## config.mk

```make
export PLATFORM = sky130hd
export DESIGN_NAME = connectnet_rx
export DESIGN_NICKNAME = d
export VERILOG_FILES = /design/src/rtl/connectnet_pkg.sv /design/src/rtl/connectnet_rx_fifo.sv /design/src/rtl/connectnet_rx.sv
export SDC_FILE = /design/constraint.sdc
export NUM_CORES = 1
export LEC_CHECK = 0
export BUFFER_PORTS_ARGS = -buffer_cell sky130_fd_sc_hd__buf_2
export CORE_AREA = 2 2 78 80
export DETAILED_ROUTE_END_ITERATION = 10
export DIE_AREA = 0 0 80 82
export PLACE_DENSITY = 0.49
export SLEW_MARGIN = 20
export SYNTH_ARGS = -nofsm -noshare
export SYNTH_HDL_FRONTEND = slang
export SYNTH_SLANG_ARGS = --single-unit
```

## constraint.sdc

```tcl
create_clock -name CLK -period 4.1 [get_ports CLK]
set_input_delay 1.025 -clock CLK [delete_from_list [all_inputs] [get_ports CLK]]
set_output_delay 1.025 -clock CLK [all_outputs]
set_load 0.01 [all_outputs]
```

## src/rtl/connectnet_pkg.sv

```systemverilog
// connectnet_pkg: shared frame constants and FSM states for the connectnet serial link.
package connectnet_pkg;

    typedef enum logic [1:0] {IDLE, DATA, PARITY, STOP} state_t;

    localparam logic START_BIT  = 1'b0;
    localparam logic STOP_BIT   = 1'b1;
    localparam logic IDLE_LEVEL = 1'b1;
    localparam int   FIFO_DEPTH = 2;

endpackage

```

## src/rtl/connectnet_rx_fifo.sv

```systemverilog
// connectnet_rx_fifo: 2-entry first-word-fall-through FIFO with simultaneous enq/deq.
module connectnet_rx_fifo #(
    parameter int W = 8
) (
    input  logic         clk_i,
    input  logic         rst_ni,
    input  logic         enq_i,
    input  logic [W-1:0] enq_data_i,
    input  logic         deq_i,
    output logic [W-1:0] data_o,
    output logic         valid_o,
    output logic         full_o
);

    logic [W-1:0] d0_q, d1_q, d0_d, d1_d;
    logic         v0_q, v1_q, v0_d, v1_d;
    logic         deq, enq;

    // Entry 0 is always the head; a pop shifts entry 1 down before any push lands.
    always_comb begin
        deq  = deq_i & v0_q;
        enq  = enq_i & (~v1_q | deq);
        v0_d = deq ? v1_q : v0_q;
        d0_d = deq ? d1_q : d0_q;
        v1_d = deq ? 1'b0 : v1_q;
        d1_d = d1_q;
        if (enq && !v0_d) begin
            v0_d = 1'b1;
            d0_d = enq_data_i;
        end else if (enq) begin
            v1_d = 1'b1;
            d1_d = enq_data_i;
        end
    end

    always_ff @(posedge clk_i or negedge rst_ni) begin
        if (!rst_ni) begin
            d0_q <= '0;
            d1_q <= '0;
            v0_q <= 1'b0;
            v1_q <= 1'b0;
        end else begin
            d0_q <= d0_d;
            d1_q <= d1_d;
            v0_q <= v0_d;
            v1_q <= v1_d;
        end
    end

    assign data_o  = d0_q;
    assign valid_o = v0_q;
    assign full_o  = v1_q;

endmodule

```

## src/rtl/connectnet_rx.sv

```systemverilog
// connectnet_rx: serial frame receiver with stop/parity check, error counters and 2-entry output FIFO.
// Define CONNECTNET_RX_PARITY_EN to expect an even-parity bit before the stop bit.
module connectnet_rx
    import connectnet_pkg::*;
#(
    parameter int DATA_WIDTH    = 8,
    parameter int ERR_CNT_WIDTH = 8
) (
    input  logic                     CLK,
    input  logic                     RST_N,
    input  logic                     SER_IN,
    output logic [DATA_WIDTH-1:0]    rx_data,
    output logic                     rx_valid,
    input  logic                     rx_ready,
    output logic [ERR_CNT_WIDTH-1:0] err_cnt,
    output logic                     overflow,
    input  logic                     clear_err
);

    localparam int CW = DATA_WIDTH > 1 ? $clog2(DATA_WIDTH) : 1;
`ifdef CONNECTNET_RX_PARITY_EN
    localparam state_t AFTER_DATA = PARITY;
`else
    localparam state_t AFTER_DATA = STOP;
`endif

    state_t                   state_q;
    logic [CW-1:0]            bit_cnt_q;
    logic [DATA_WIDTH-1:0]    shift_q;
    logic [ERR_CNT_WIDTH-1:0] err_cnt_q;
    logic                     ovf_q;
    logic                     par_ok, good_d, bad_d, push_d, full;

`ifdef CONNECTNET_RX_PARITY_EN
    logic par_q;
    assign par_ok = par_q == ^shift_q;
`else
    assign par_ok = 1'b1;
`endif

    // A full FIFO still takes the word when the head is leaving this same cycle.
    always_comb begin
        good_d = state_q == STOP && SER_IN == STOP_BIT && par_ok;
        bad_d  = state_q == STOP && !good_d;
        push_d = good_d && (!full || (rx_valid && rx_ready));
    end

    always_ff @(posedge CLK or negedge RST_N) begin
        if (!RST_N) begin
            state_q   <= IDLE;
            bit_cnt_q <= '0;
            shift_q   <= '0;
            err_cnt_q <= '0;
            ovf_q     <= 1'b0;
`ifdef CONNECTNET_RX_PARITY_EN
            par_q     <= 1'b0;
`endif
        end else begin
            case (state_q)
                IDLE: if (SER_IN == START_BIT) begin
                    state_q   <= DATA;
                    bit_cnt_q <= '0;
                end
                DATA: begin
                    shift_q[bit_cnt_q] <= SER_IN;
                    bit_cnt_q          <= bit_cnt_q + 1'b1;
                    if (bit_cnt_q == CW'(DATA_WIDTH - 1)) state_q <= AFTER_DATA;
                end
`ifdef CONNECTNET_RX_PARITY_EN
                PARITY: begin
                    par_q   <= SER_IN;
                    state_q <= STOP;
                end
`endif
                default: state_q <= IDLE;
            endcase
            if (clear_err) err_cnt_q <= '0;
            else if (bad_d && !(&err_cnt_q)) err_cnt_q <= err_cnt_q + 1'b1;
            ovf_q <= clear_err ? 1'b0 : ovf_q | (good_d && !push_d);
        end
    end

    connectnet_rx_fifo #(.W(DATA_WIDTH)) u_fifo (
        .clk_i      (CLK),
        .rst_ni     (RST_N),
        .enq_i      (push_d),
        .enq_data_i (shift_q),
        .deq_i      (rx_ready),
        .data_o     (rx_data),
        .valid_o    (rx_valid),
        .full_o     (full)
    );

    assign err_cnt  = err_cnt_q;
    assign overflow = ovf_q;

endmodule

```

# ---- After elaboration in Yosys (flattened, before gate mapping)
# Index checks and enable logic that the tools add are counted.
dict set report word_totals {
  ff_bits 40
  output_inout_bits 18
}
dict set report op_classes {
  n_addsub 2
  order_cmp 2
  eq_ne 5
  muxes 18
  n_bitwise 6
  reduce_logical 22
}
# operator count
set ops {}
lappend ops {{two-way mux 8 bit} 4}
lappend ops {{adder 8 x 1 -> 8 bit (second input constant)} 1}
lappend ops {{bitwise mux 8 bit} 1}
lappend ops {{logical AND 1 bit} 8}
lappend ops {{AND reduction 8 bit} 1}
lappend ops {{two-way mux 1 bit} 7}
lappend ops {{case mux 3 bit (2 select lines)} 1}
lappend ops {{AND reduction 2 bit} 3}
lappend ops {{nonzero test 2 bit} 3}
lappend ops {{zero test 1 bit} 5}
lappend ops {{less-than comparator 3 x 4 -> 1 bit (second input constant)} 1}
lappend ops {{two-way mux 2 bit} 2}
lappend ops {{!= test 2 bit (second input constant)} 2}
lappend ops {{case mux 2 bit (2 select lines)} 1}
lappend ops {{adder 3 x 1 -> 3 bit (second input constant)} 1}
lappend ops {{demux 1 bit (select 3 bit)} 1}
lappend ops {{== test 3 bit (second input constant)} 1}
lappend ops {{>= comparator 3 x 1 -> 1 bit (second input constant)} 1}
lappend ops {{two-way mux 3 bit} 1}
lappend ops {{bitwise AND 1 bit} 2}
lappend ops {{== test 2 x 1 -> 1 bit (second input constant)} 1}
lappend ops {{== test 2 bit (second input constant)} 1}
lappend ops {{zero test 2 bit} 1}
lappend ops {{inverter 1 bit} 2}
lappend ops {{other kinds (2)} 3}

# ---- Logic depth before layout (Yosys ltp)
# Gate-level depths: netlist (run 1).
dict set report logic_depth {
  word_depth 7
  mapped_depth 5
  ltp_nobuf 4
}

# ---- Modules after synthesis
# A second synthesis (run 1) with hierarchy kept.
dict set report unflattened {
  hier_cells 147
  area_unflattened_um2 1904.3
}
# module instances cells_each area_per_inst_um2 seq_area_each_um2
set by_module_without_submodules {}
lappend by_module_without_submodules {connectnet_rx 1 92 1066.0 550.5}
lappend by_module_without_submodules {connectnet_rx_fifo 1 55 838.3 450.4}

# ---- Least setup slack after synthesis (run 1)
# OpenSTA, ideal clock, no wires.
dict set report synth_timing {
  path_type {input to register}
  startpoint {in SER_IN}
  endpoint {reg err_cnt_q[5] (netlist: err_cnt[5])}
  setup_time_ns 0.125
  arrival_time_ns 1.835
  slack_ns 2.141
  stages 3
  path_buffers 0
  cell_sequence {nand3b_1 nor4_1 mux2_2}
}
dict set report synth_via {
  elab_chain_len 5
}
# item line
set synth_rtl {}
lappend synth_rtl {{start, declared} connectnet_rx.sv:11} ;# input logic SER_IN,
lappend synth_rtl {{logical AND 1 bit} connectnet_rx.sv:43} ;# good_d = state_q == STOP && SER_IN == STOP_BIT && par_ok;
lappend synth_rtl {{zero test 1 bit} connectnet_rx.sv:44} ;# bad_d = state_q == STOP && !good_d;
lappend synth_rtl {{logical AND 1 bit} connectnet_rx.sv:44}
lappend synth_rtl {{logical AND 1 bit} connectnet_rx.sv:78} ;# else if (bad_d && !(&err_cnt_q)) err_cnt_q <= err_cnt_q + 1'b1;
lappend synth_rtl {{nonzero test 2 bit (no source line)} --}
lappend synth_rtl {{end signal, assigned} connectnet_rx.sv:78}
lappend synth_rtl {{end, declared} connectnet_rx.sv:30} ;# logic [ERR_CNT_WIDTH-1:0] err_cnt_q;
# No other way between the ends.
# A chain may end at the register's enable or synchronous reset.

# ---- Final worst setup path (run 1)
dict set report layout_timing {
  startpoint {in SER_IN}
  endpoint {reg u_fifo.d1_q[4]}
}
dict set report layout_via {
  elab_chain_len 6
}
# item line
set layout_rtl {}
lappend layout_rtl {{logical AND 1 bit *} connectnet_rx.sv:43}
lappend layout_rtl {{logical AND 1 bit *} connectnet_rx.sv:45} ;# push_d = good_d && (!full || (rx_valid && rx_ready));
lappend layout_rtl {{bitwise AND 1 bit *} connectnet_rx_fifo.sv:22} ;# enq = enq_i & (~v1_q | deq);
lappend layout_rtl {{logical AND 1 bit} connectnet_rx_fifo.sv:27} ;# if (enq && !v0_d) begin
lappend layout_rtl {{inverter 1 bit (no source line)} --}
lappend layout_rtl {{AND reduction 2 bit (no source line) *} --}
lappend layout_rtl {{end signal, assigned} connectnet_rx_fifo.sv:39} ;# d1_q <= '0;
lappend layout_rtl {{end signal, assigned} connectnet_rx_fifo.sv:44} ;# d1_q <= d1_d;
lappend layout_rtl {{end, declared} connectnet_rx_fifo.sv:15} ;# logic [W-1:0] d0_q, d1_q, d0_d, d1_d;
# Mark *: on every way between the ends. The rest lies on a longest branch, timed or not.

==> results of run 1 <==
[synthesized netlist by cell type, drive strengths merged, types with 2 or more instances]
cell     n
o21ai    3
inv      6
nand3b   4
and2     3
clkbuf   3
nor3     2
nor2b    2
dfrtp   40
mux2    34
and3b    2
nor4     2
a21oi    4
buf      6
a21o     2
nand3    3
a31oi    4
nor2     6
nand2    8
a211oi   2
a22o     2
and3     3
nor3b    3
ha       3
[layer usage]
metal | vias up | share of wire, %
met4 | 0 | 1.1
met2 | 16 | 48
met1 | 630 | 48
li1 | 613 | -
met5 | - | 0
met3 | 5 | 3.4
[cell type report]
class,count,area (sq um)
repair buffers,22,110
flip-flops and latches,40,1000
clock inverters,2,35.0
fillers,544,3520
inverters,6,22.5
clock buffers,6,72.6
multi-input cells,103,888
well taps,75,93.8
[registers in the layout, summed over array words and instances, names as in the netlist]
| register | flops |
|---|---|
| bit_cnt_q | 3 |
| err_cnt | 8 |
| overflow | 1 |
| shift_q | 8 |
| state_q | 2 |
| u_fifo.d1_q | 8 |
| u_fifo.data_o | 8 |
| u_fifo.full_o | 1 |
| u_fifo.valid_o | 1 |
[power by group through the flow]
stage	sequential [mW]	combinational, mW	clock, mW
after global routing	0.659	0.400	0.347
after floorplan	0.595	0.306	0
after detailed placement	0.649	0.365	0
after global placement	0.644	0.356	0
final	0.638	0.359	0.318
after CTS	0.641	0.367	0.327
[cell families (layout without fill, tap and decap cells)]
logic type	count (synthesis)	in the layout	synth area share (%)
AND/OR/NAND/NOR	43	43	13.5
flip-flops	40	40	51.0
multiplexers	35	35	21.6
AO/OA/AOI/OAI	21	21	7.91
buffers and inverters	15	36	3.70
adder cells (fa/ha/maj)	3	3	1.91
XOR/XNOR	1	1	0.447
[critical path, delay by kind of cell]
family                 cells  cell delay [ns]
and+or+nand+nor            2             0.73
muxes                      1             0.34
buffers and inverters      1             0.23
[stage by stage]
step | std cells | worst slack (ns)
after floorplan | 158 | 2.14
after global placement | 246 | 1.67
after detailed placement | 246 | 1.62
after CTS | 254 | 1.93
after global routing | 254 | 1.84
final | 254 | 1.95
[path summary, 6_finish.rpt]
| kind | end | slack, ns | depth (start not counted) |
|---|---|---|---|
| max | u_fifo.d1_q[4] | 1.95 | 4 |
| min in group asynchronous | err_cnt[3] | 0.86 | 1 |
| min reg2reg | overflow | 0.51 | 2 |
| max reg2reg | u_fifo.d1_q[4] | 2.34 | 3 |
| min | overflow | 0.51 | 2 |
| max in group asynchronous | u_fifo.full_o | 2.68 | 1 |
==> reports/metrics.csv, run 1 <==
metric;value;unit
status;completed;
Cells after Synth;158;
mapped cell area;0.00196;sq mm
Rows;28;
CTS H-tree lvls;2;
cell taking the most area after synthesis;dfrtp_1;
number of global-route vias before repair;1218;
most common cell after layout, fill and taps aside;dfrtp_1;
unrepaired setup endpoints after global routing;no;
aggregate global routing overflow;0;
Sw Ratio;31.3;%
Die Width;80;um
Fin Hold WS;0.507;ns
Synth top area share;51.0;%
DP HPWL;2570;um
# DRC;0;
dpl cell area;0.00212;sq mm
CTS tree;built;
largest net degree at the start of global routing;41;
Max rail drop VDD;216;uV
crit path max-delay cell type;and3_1;
Switching Power;0.411;mW
final period utilization;52.5;%
clock tree buffer depth;2;
post-route ant nets;0;
ys async rst share;100;%
internal power;0.904;mW
n_diodes;0;
crit path launch type;input port;
max_cap viols;0;
final setup fails;0;
1st-pass router iterations;4;
most frequent cells in the layout;dfrtp_1, buf_2, mux2_2, mux2_4, mux2_1;
placer congestion estimate;0.839;
die area;0.00656;sq mm
Avg Cell Area, Syn;12.4;sq um
most used routing layer;met2;
Seq pwr share;48.5;%
WL/cell;14.4;um
Worst Skew;0.00515;ns
vias;1264;
Tightest Hold Check Type;reg2reg;
met1 global-route usage;15.2;%
post-route cell area;0.00222;sq mm
Tot GR Track Use;12.0;%
clock power share;24.2;%
Synthesized Nets;166;
R2R Path Start;state_q[1];
worst-path fanout max;15;
CP Data Arrival Time;2.33;ns
first-pass GRT wire length;6000;um
Clock transition at path regs;0.08;ns
vias per inst;4.98;
Sink Count;40;
Slew Limit Fails;0;
sequential area share after synthesis;51.0;%
initial antenna violation count;0;
Warnings, synthesis;0;
number of port buffers;22;
Skew-Pair Late Insertion Delay;0.29;ns
final WL;3660;um
Fin Setup TNS;0;ns
Leak Pwr;1.05;nW
met2 Use GR;19.3;%
Top cell by count, worst path;and3_1;
Overall Power;1.31;mW
PostCTS Resize Cnt;0;
Hold-fix buffers, CTS;0;
Area Growth Syn to Fin;13.3;%
Finished Core Util;38.7;%
fmax;464;MHz
met3 Use GR;3.85;%
share of layout cells above drive strength 1;33.5;%
slowest cell delay on critical path;0.49;ns
top cells by area, synth;dfrtp_1, mux2_2, mux2_4, mux2_1, ha_1;
Layout Nets;186;
Pwr per Cell Area;591;mW/mm^2
Crit. End Element;flop;
Worst-Margin Slew;0.897;ns
CP cell instances;buf_2, and3_1, and3_1, mux2_4;
# Post-CTS Setup Buffers;0;
Distinct cells, synth;43;
io pins;23;
core area;0.00575;sq mm
WP data required;4.28;ns
Worst Min Path Start;overflow;
Comb power frac;27.3;%
die height;82;um
Main synth FF type;dfrtp_1;
Fin. Hold Viols;0;
synthesized flop and latch total;40;
initial core utilization;34.1;%
1st-iter DRT viols;59;
relative slew slack;40.2;%
number of synthesized flops with an enable pin;0;
CTS Buf Count;5;
Root Driver;clkbuf_8;
crit path kind;in2reg;
Crit. Startpoint;SER_IN;
post-layout min period;2.15;ns
Power figures use the tool's default switching activity.
==> inputs of run 2 (changes only) <==
--- a/config.mk
+++ b/config.mk
@@ -9,7 +9,7 @@
 export CORE_AREA = 2 2 78 80
 export DETAILED_ROUTE_END_ITERATION = 10
 export DIE_AREA = 0 0 80 82
-export PLACE_DENSITY = 0.49
+export PLACE_DENSITY = 0.51
 export SLEW_MARGIN = 20
 export SYNTH_ARGS = -nofsm -noshare
 export SYNTH_HDL_FRONTEND = slang
==> constraint.sdc (replaced) <==
create_clock -name CLK -period 1.9 [get_ports CLK]
set_input_delay 0.475 -clock CLK [delete_from_list [all_inputs] [get_ports CLK]]
set_output_delay 0.475 -clock CLK [all_outputs]
set_load 0.01 [all_outputs]
==> run 2 against run 1 <==
- cell area is 2.5% higher
- clock power grew 120%
- worst hold slack got worse by 0.27 ns
- first-iteration DRC count stayed put
- via count grew 2.2%
- sequential power is 110% higher
- critical path depth is the same
- total power is 120% higher
- flip-flop and latch count did not move
- die area unchanged
- clock skew is 0.0061 ns higher
- clock-buffer cell count is 1 lower
- critical path type is now reg2reg
==> reports/metrics.csv, run 2 (synthesized netlist as in run 1, its figures left out) <==
metric;value;unit
Post-Layout Cell Count;257;
Area Growth Syn to Fin;16.1;%
Pwr per Cell Area;1260;mW/mm^2
Worst Skew;0.0113;ns
Comb power frac;27.4;%
# DRC;0;
CTS tree;built;
die height;82;um
Skew-Pair Late Insertion Delay;0.30;ns
worst-path fanout max;6;
core area;0.00575;sq mm
Worst Slack Setup Final;0.188;ns
post-route ant nets;0;
CTS Buf Count;5;
Max rail drop VDD;552;uV
Switching Power;0.912;mW
clock tree buffer depth;2;
status;completed;
CP Data Arrival Time;1.89;ns
dpl cell area;0.00216;sq mm
Hold-fix buffers, CTS;0;
Tightest Hold Check Type;in2async;
final WL;3860;um
Sink Count;40;
vias;1292;
CTS H-tree lvls;2;
first-pass GRT wire length;6250;um
1st-pass router iterations;6;
final period utilization;90.1;%
final setup fails;0;
Crit. End Element;flop;
crit path launch type;flop;
Clock transition at path regs;0.08;ns
unrepaired setup endpoints after global routing;no;
Worst-Margin Slew;0.524;ns
Root Driver;clkbuf_8;
vias per inst;5.03;
dpl cells;249;
n_diodes;0;
Die Width;80;um
placer congestion estimate;0.841;
most common cell after layout, fill and taps aside;dfrtp_1;
post-layout min period;1.71;ns
Rows;28;
WP data required;2.08;ns
most frequent cells in the layout;dfrtp_1, buf_2, mux2_2, mux2_4, mux2_1;
crit path kind;reg2reg;
Tot GR Track Use;12.5;%
Slew Limit Fails;0;
clock power share;24.9;%
Leak Pwr;1.07;nW
DP HPWL;2700;um
number of global-route vias before repair;1240;
largest net degree at the start of global routing;41;
die area;0.00656;sq mm
Layout Nets;189;
relative slew slack;65.1;%
max_cap viols;0;
Seq pwr share;47.7;%
WL/cell;15.0;um
initial antenna violation count;0;
aggregate global routing overflow;0;
fmax;584;MHz
internal power;1.96;mW
post-route cell area;0.00228;sq mm
Finished Core Util;39.7;%
number of port buffers;22;
share of layout cells above drive strength 1;35.2;%
io pins;23;
1st-iter DRT viols;59;
initial core utilization;34.1;%
Overall Power;2.87;mW
Sw Ratio;31.8;%
Fin. Hold Viols;0;
Fin Hold WS;0.238;ns
PostCTS Resize Cnt;0;
pre-CTS setup slack;0.153;ns
# Post-CTS Setup Buffers;0;
Fin Setup TNS;0;ns
run 2: cell count changes in the layout (fill, tap and decap cells not counted), sizes merged:
cell,previous run,this run
buf,22,25
clkbuf,6,5
clkinv,1,0
inv,6,7
clkinvlp,0,1
run 2: path summary, 6_finish.rpt:
| kind | from | to | slack (ns) | cells past startpoint |
|---|---|---|---|---|
| min in group CLK | rx_ready | u_fifo.full_o | 0.43 | 2 |
| hold reg to reg | u_fifo.d1_q[1] | u_fifo.d1_q[1] | 0.51 | 1 |
| setup reg to reg | err_cnt[0] | err_cnt[0] | 0.19 | 4 |
| hold / removal | RST_N | err_cnt[0] | 0.24 | 2 |
| setup / recovery | err_cnt[0] | err_cnt[0] | 0.19 | 4 |
| max in group asynchronous | RST_N | u_fifo.full_o | 1.30 | 2 |
run 2: power groups by stage:
| stage | clock, mW | combinational [mW] | sequential (mW) |
|---|---|---|---|
| 4_1_cts | 0.739 | 0.802 | 1.37 |
| 2_1_floorplan | 0 | 0.660 | 1.28 |
| 5_1_grt | 0.777 | 0.868 | 1.42 |
| 6_report | 0.714 | 0.786 | 1.37 |
| 3_3_place_gp | 0 | 0.771 | 1.37 |
| 3_5_place_dp | 0 | 0.798 | 1.39 |
run 2: area by class of cell:
type | count | area, sq um
clock buffers | 5 | 68.8
clock inverters | 3 | 46.3
flip-flops and latches | 40 | 1000
fillers | 576 | 3470
well taps | 75 | 93.8
repair buffers | 25 | 158
multi-input cells | 103 | 888
inverters | 6 | 22.5
run 2: critical path, stage by stage (launching register included):
cell	delay, ns
dfrtp_1	0.43
ha_1	0.26
and4_1	0.23
a21oi_1	0.30
mux2_2	0.38
run 2: layer usage:
layer  up-vias  global-route usage (%)  part of all wire (%)
met3         4                    3.74                   4.3
met5         -                       0                     0
met1       640                    18.4                    50
li1        618                       -                     -
met2        30                    17.4                    45
met4         0                    4.07                  0.80
==> inputs of run 3 (changes only) <==
--- a/config.mk
+++ b/config.mk
@@ -5,11 +5,14 @@
 export SDC_FILE = /design/constraint.sdc
 export NUM_CORES = 1
 export LEC_CHECK = 0
+export ABC_AREA = 1
 export BUFFER_PORTS_ARGS = -buffer_cell sky130_fd_sc_hd__buf_2
-export CORE_AREA = 2 2 78 80
+export CELL_PAD_IN_SITES_DETAIL_PLACEMENT = 0
+export CELL_PAD_IN_SITES_GLOBAL_PLACEMENT = 1
+export CORE_AREA = 2 2 74 76
 export DETAILED_ROUTE_END_ITERATION = 10
-export DIE_AREA = 0 0 80 82
-export PLACE_DENSITY = 0.51
+export DIE_AREA = 0 0 76 78
+export PLACE_DENSITY = 0.68
 export SLEW_MARGIN = 20
 export SYNTH_ARGS = -nofsm -noshare
 export SYNTH_HDL_FRONTEND = slang
==> run 3 against run 2 <==
- sequential power fell by 5%
- non-clock buffer count did not move
- largest cell class unchanged
- clock-buffer cell count rose by 1
- cell area fell by 4.5%
- sequential share of layout area rose by 2.1 points
- combinational power barely moved
- critical endpoint is now err_cnt[7]
- maximum frequency rose by 15%
- first-iteration DRC count rose by 3.4%
- register-to-register slack improved by 0.22 ns
- routed wire length fell by 3.2%
- critical path depth rose by 5
==> reports/metrics.csv, run 3 <==
metric;value;unit
sequential area share after synthesis;53.6;%
cell taking the most area after synthesis;dfrtp_1;
Rows;26;
Crit. Startpoint;err_cnt[1];
die height;78;um
core area;0.00504;sq mm
aggregate global routing overflow;0;
Finished Core Util;43.2;%
ys async rst share;100;%
dpl cell area;0.00207;sq mm
Worst-Margin Slew;0.492;ns
Synth top cells by count;nand2_1, dfrtp_1, nand3_1, inv_1, o21ai_0;
Synthesized Nets;233;
crit path launch type;flop;
max_cap viols;0;
Sw Ratio;35.4;%
Synth top area share;53.6;%
Warnings, synthesis;0;
most common cell after layout, fill and taps aside;nand2_1;
mapped cell area;0.00187;sq mm
internal power;1.79;mW
n_diodes;0;
CP Data Arrival Time;1.72;ns
Tightest Hold Check Type;in2async;
number of synthesized flops with an enable pin;0;
most common cell in the netlist;nand2_1;
mux share of post-synthesis cell area;0;%
clock power share;24.7;%
initial antenna violation count;0;
status;completed;
unrepaired setup endpoints after global routing;no;
compound-cell area share of the yosys netlist;8.44;%
PostCTS Resize Cnt;0;
fill cell count;523;
Pwr per Cell Area;1280;mW/mm^2
Worst Skew;0.00257;ns
Max rail drop VDD;581;uV
post-synthesis adder-cell area fraction;2.01;%
Die Width;76;um
most frequent cells in the layout;nand2_1, dfrtp_1, nand3_1, inv_1, buf_2;
Fin Hold WS;0.142;ns
vias;1450;
r2r setup slk;0.41;ns
dpl cells;317;
initial core utilization;37.0;%
post-route cell area;0.00218;sq mm
Comb power frac;28.4;%
1st-iter DRT viols;61;
Skew-Pair Late Insertion Delay;0.29;ns
Slew Limit Fails;0;
# Post-CTS Setup Buffers;0;
Fin. Hold Viols;0;
first-pass GRT wire length;6630;um
post-route ant nets;0;
CTS tree;built;
number of port buffers;22;
Distinct cells, synth;19;
Switching Power;0.983;mW
Overall Power;2.77;mW
Tot GR Track Use;14.0;%
top cells by area, synth;dfrtp_1, nand2_1, nand3_1, inv_1, o21ai_0;
Layout Nets;262;
# DRC;0;
Cells after Synth;225;
Hold-fix buffers, CTS;0;
vias per inst;4.46;
largest family of logic cells by synthesized area;simple AND/OR/NAND/NOR gates;
final setup fails;0;
simple-gate share of the synthesized area;29.1;%
Post-Layout Cell Count;325;
Main synth FF type;dfrtp_1;
Worst Slack Setup Final;0.411;ns
placer congestion estimate;0.745;
1st-pass router iterations;4;
post-layout min period;1.49;ns
final WL;3730;um
CTS Buf Count;5;
relative slew slack;67.2;%
Fin Setup TNS;0;ns
Leak Pwr;1.11;nW
synthesized flop and latch total;40;
Sink Count;40;
fmax;671;MHz
die area;0.00593;sq mm
Synth Area in XOR/XNOR;0;%
Avg Cell Area, Syn;8.30;sq um
pre-CTS setup slack;0.387;ns
Seq pwr share;47.0;%
io pins;23;
CTS H-tree lvls;2;
number of global-route vias before repair;1401;
clock tree buffer depth;2;
reg2reg path depth;9;
largest net degree at the start of global routing;22;
Clock transition at path regs;0.08;ns
worst-path fanout max;8;
Area Growth Syn to Fin;16.5;%
Crit. End Element;flop;
R2R Path Start;err_cnt[1];
DP HPWL;2810;um
share of layout cells above drive strength 1;14.9;%
crit path kind;reg2reg;
final period utilization;78.4;%
WP data required;2.13;ns
r2r endpoint;err_cnt[7];
WL/cell;11.5;um
Root Driver;clkbuf_8;
run 3: layout make-up:
class	instances	area, sq um	area share [%]
Sequential cell	40	1000	46.0
Multi-Input combinational cell	153	738	33.9
Timing Repair Buffer	25	133	6.10
Inverter	29	109	5.00
Tap cell	70	87.6	4.03
Clock buffer	6	72.6	3.34
Clock inverter	2	35.0	1.61
run 3: kinds of logic (layout without fill, tap and decap cells):
kind of cell	Yosys count	in the layout
buffers and inverters	32	62
flip-flops	40	40
AND/OR/NAND/NOR	119	119
adder cells (fa/ha/maj)	3	3
AO/OA/AOI/OAI	31	31
run 3: power by group through the flow:
stage	Combinational, mW	Sequential (mW)	Clock (mW)
floorplan	0.534	1.32	0
global placement	0.790	1.32	0
detailed placement	0.793	1.33	0
CTS	0.797	1.31	0.714
global route	0.918	1.34	0.755
finish	0.787	1.30	0.685
run 3: layer usage:
layer  vias up  track usage (%)  share of wire (%)
li1        784                -                  -
met3         2             3.84                3.4
met1       642             17.8                 51
met5         -                0                  0
met2        22             22.9                 45
met4         0             4.91               0.67
run 3: worst max-delay path, cell delays in order (launching register included):
cell and delay, ns:
dfrtp_1 0.41, ha_1 0.19, nand2_1 0.08, nor2_1 0.18, nand2_1 0.07, nand2_1 0.06, nand2_1 0.16, inv_1 0.16
nand2_1 0.07, nand2_1 0.07
run 3: how the worst max path moves through the flow:
stage                     slack [ns]               end
after floorplan                 0.56        err_cnt[7]
after global placement          0.36  u_fifo.data_o[6]
after detailed placement        0.39  u_fifo.data_o[6]
after CTS                       0.40        err_cnt[7]
after global routing            0.18        err_cnt[7]
final                           0.41        err_cnt[7]
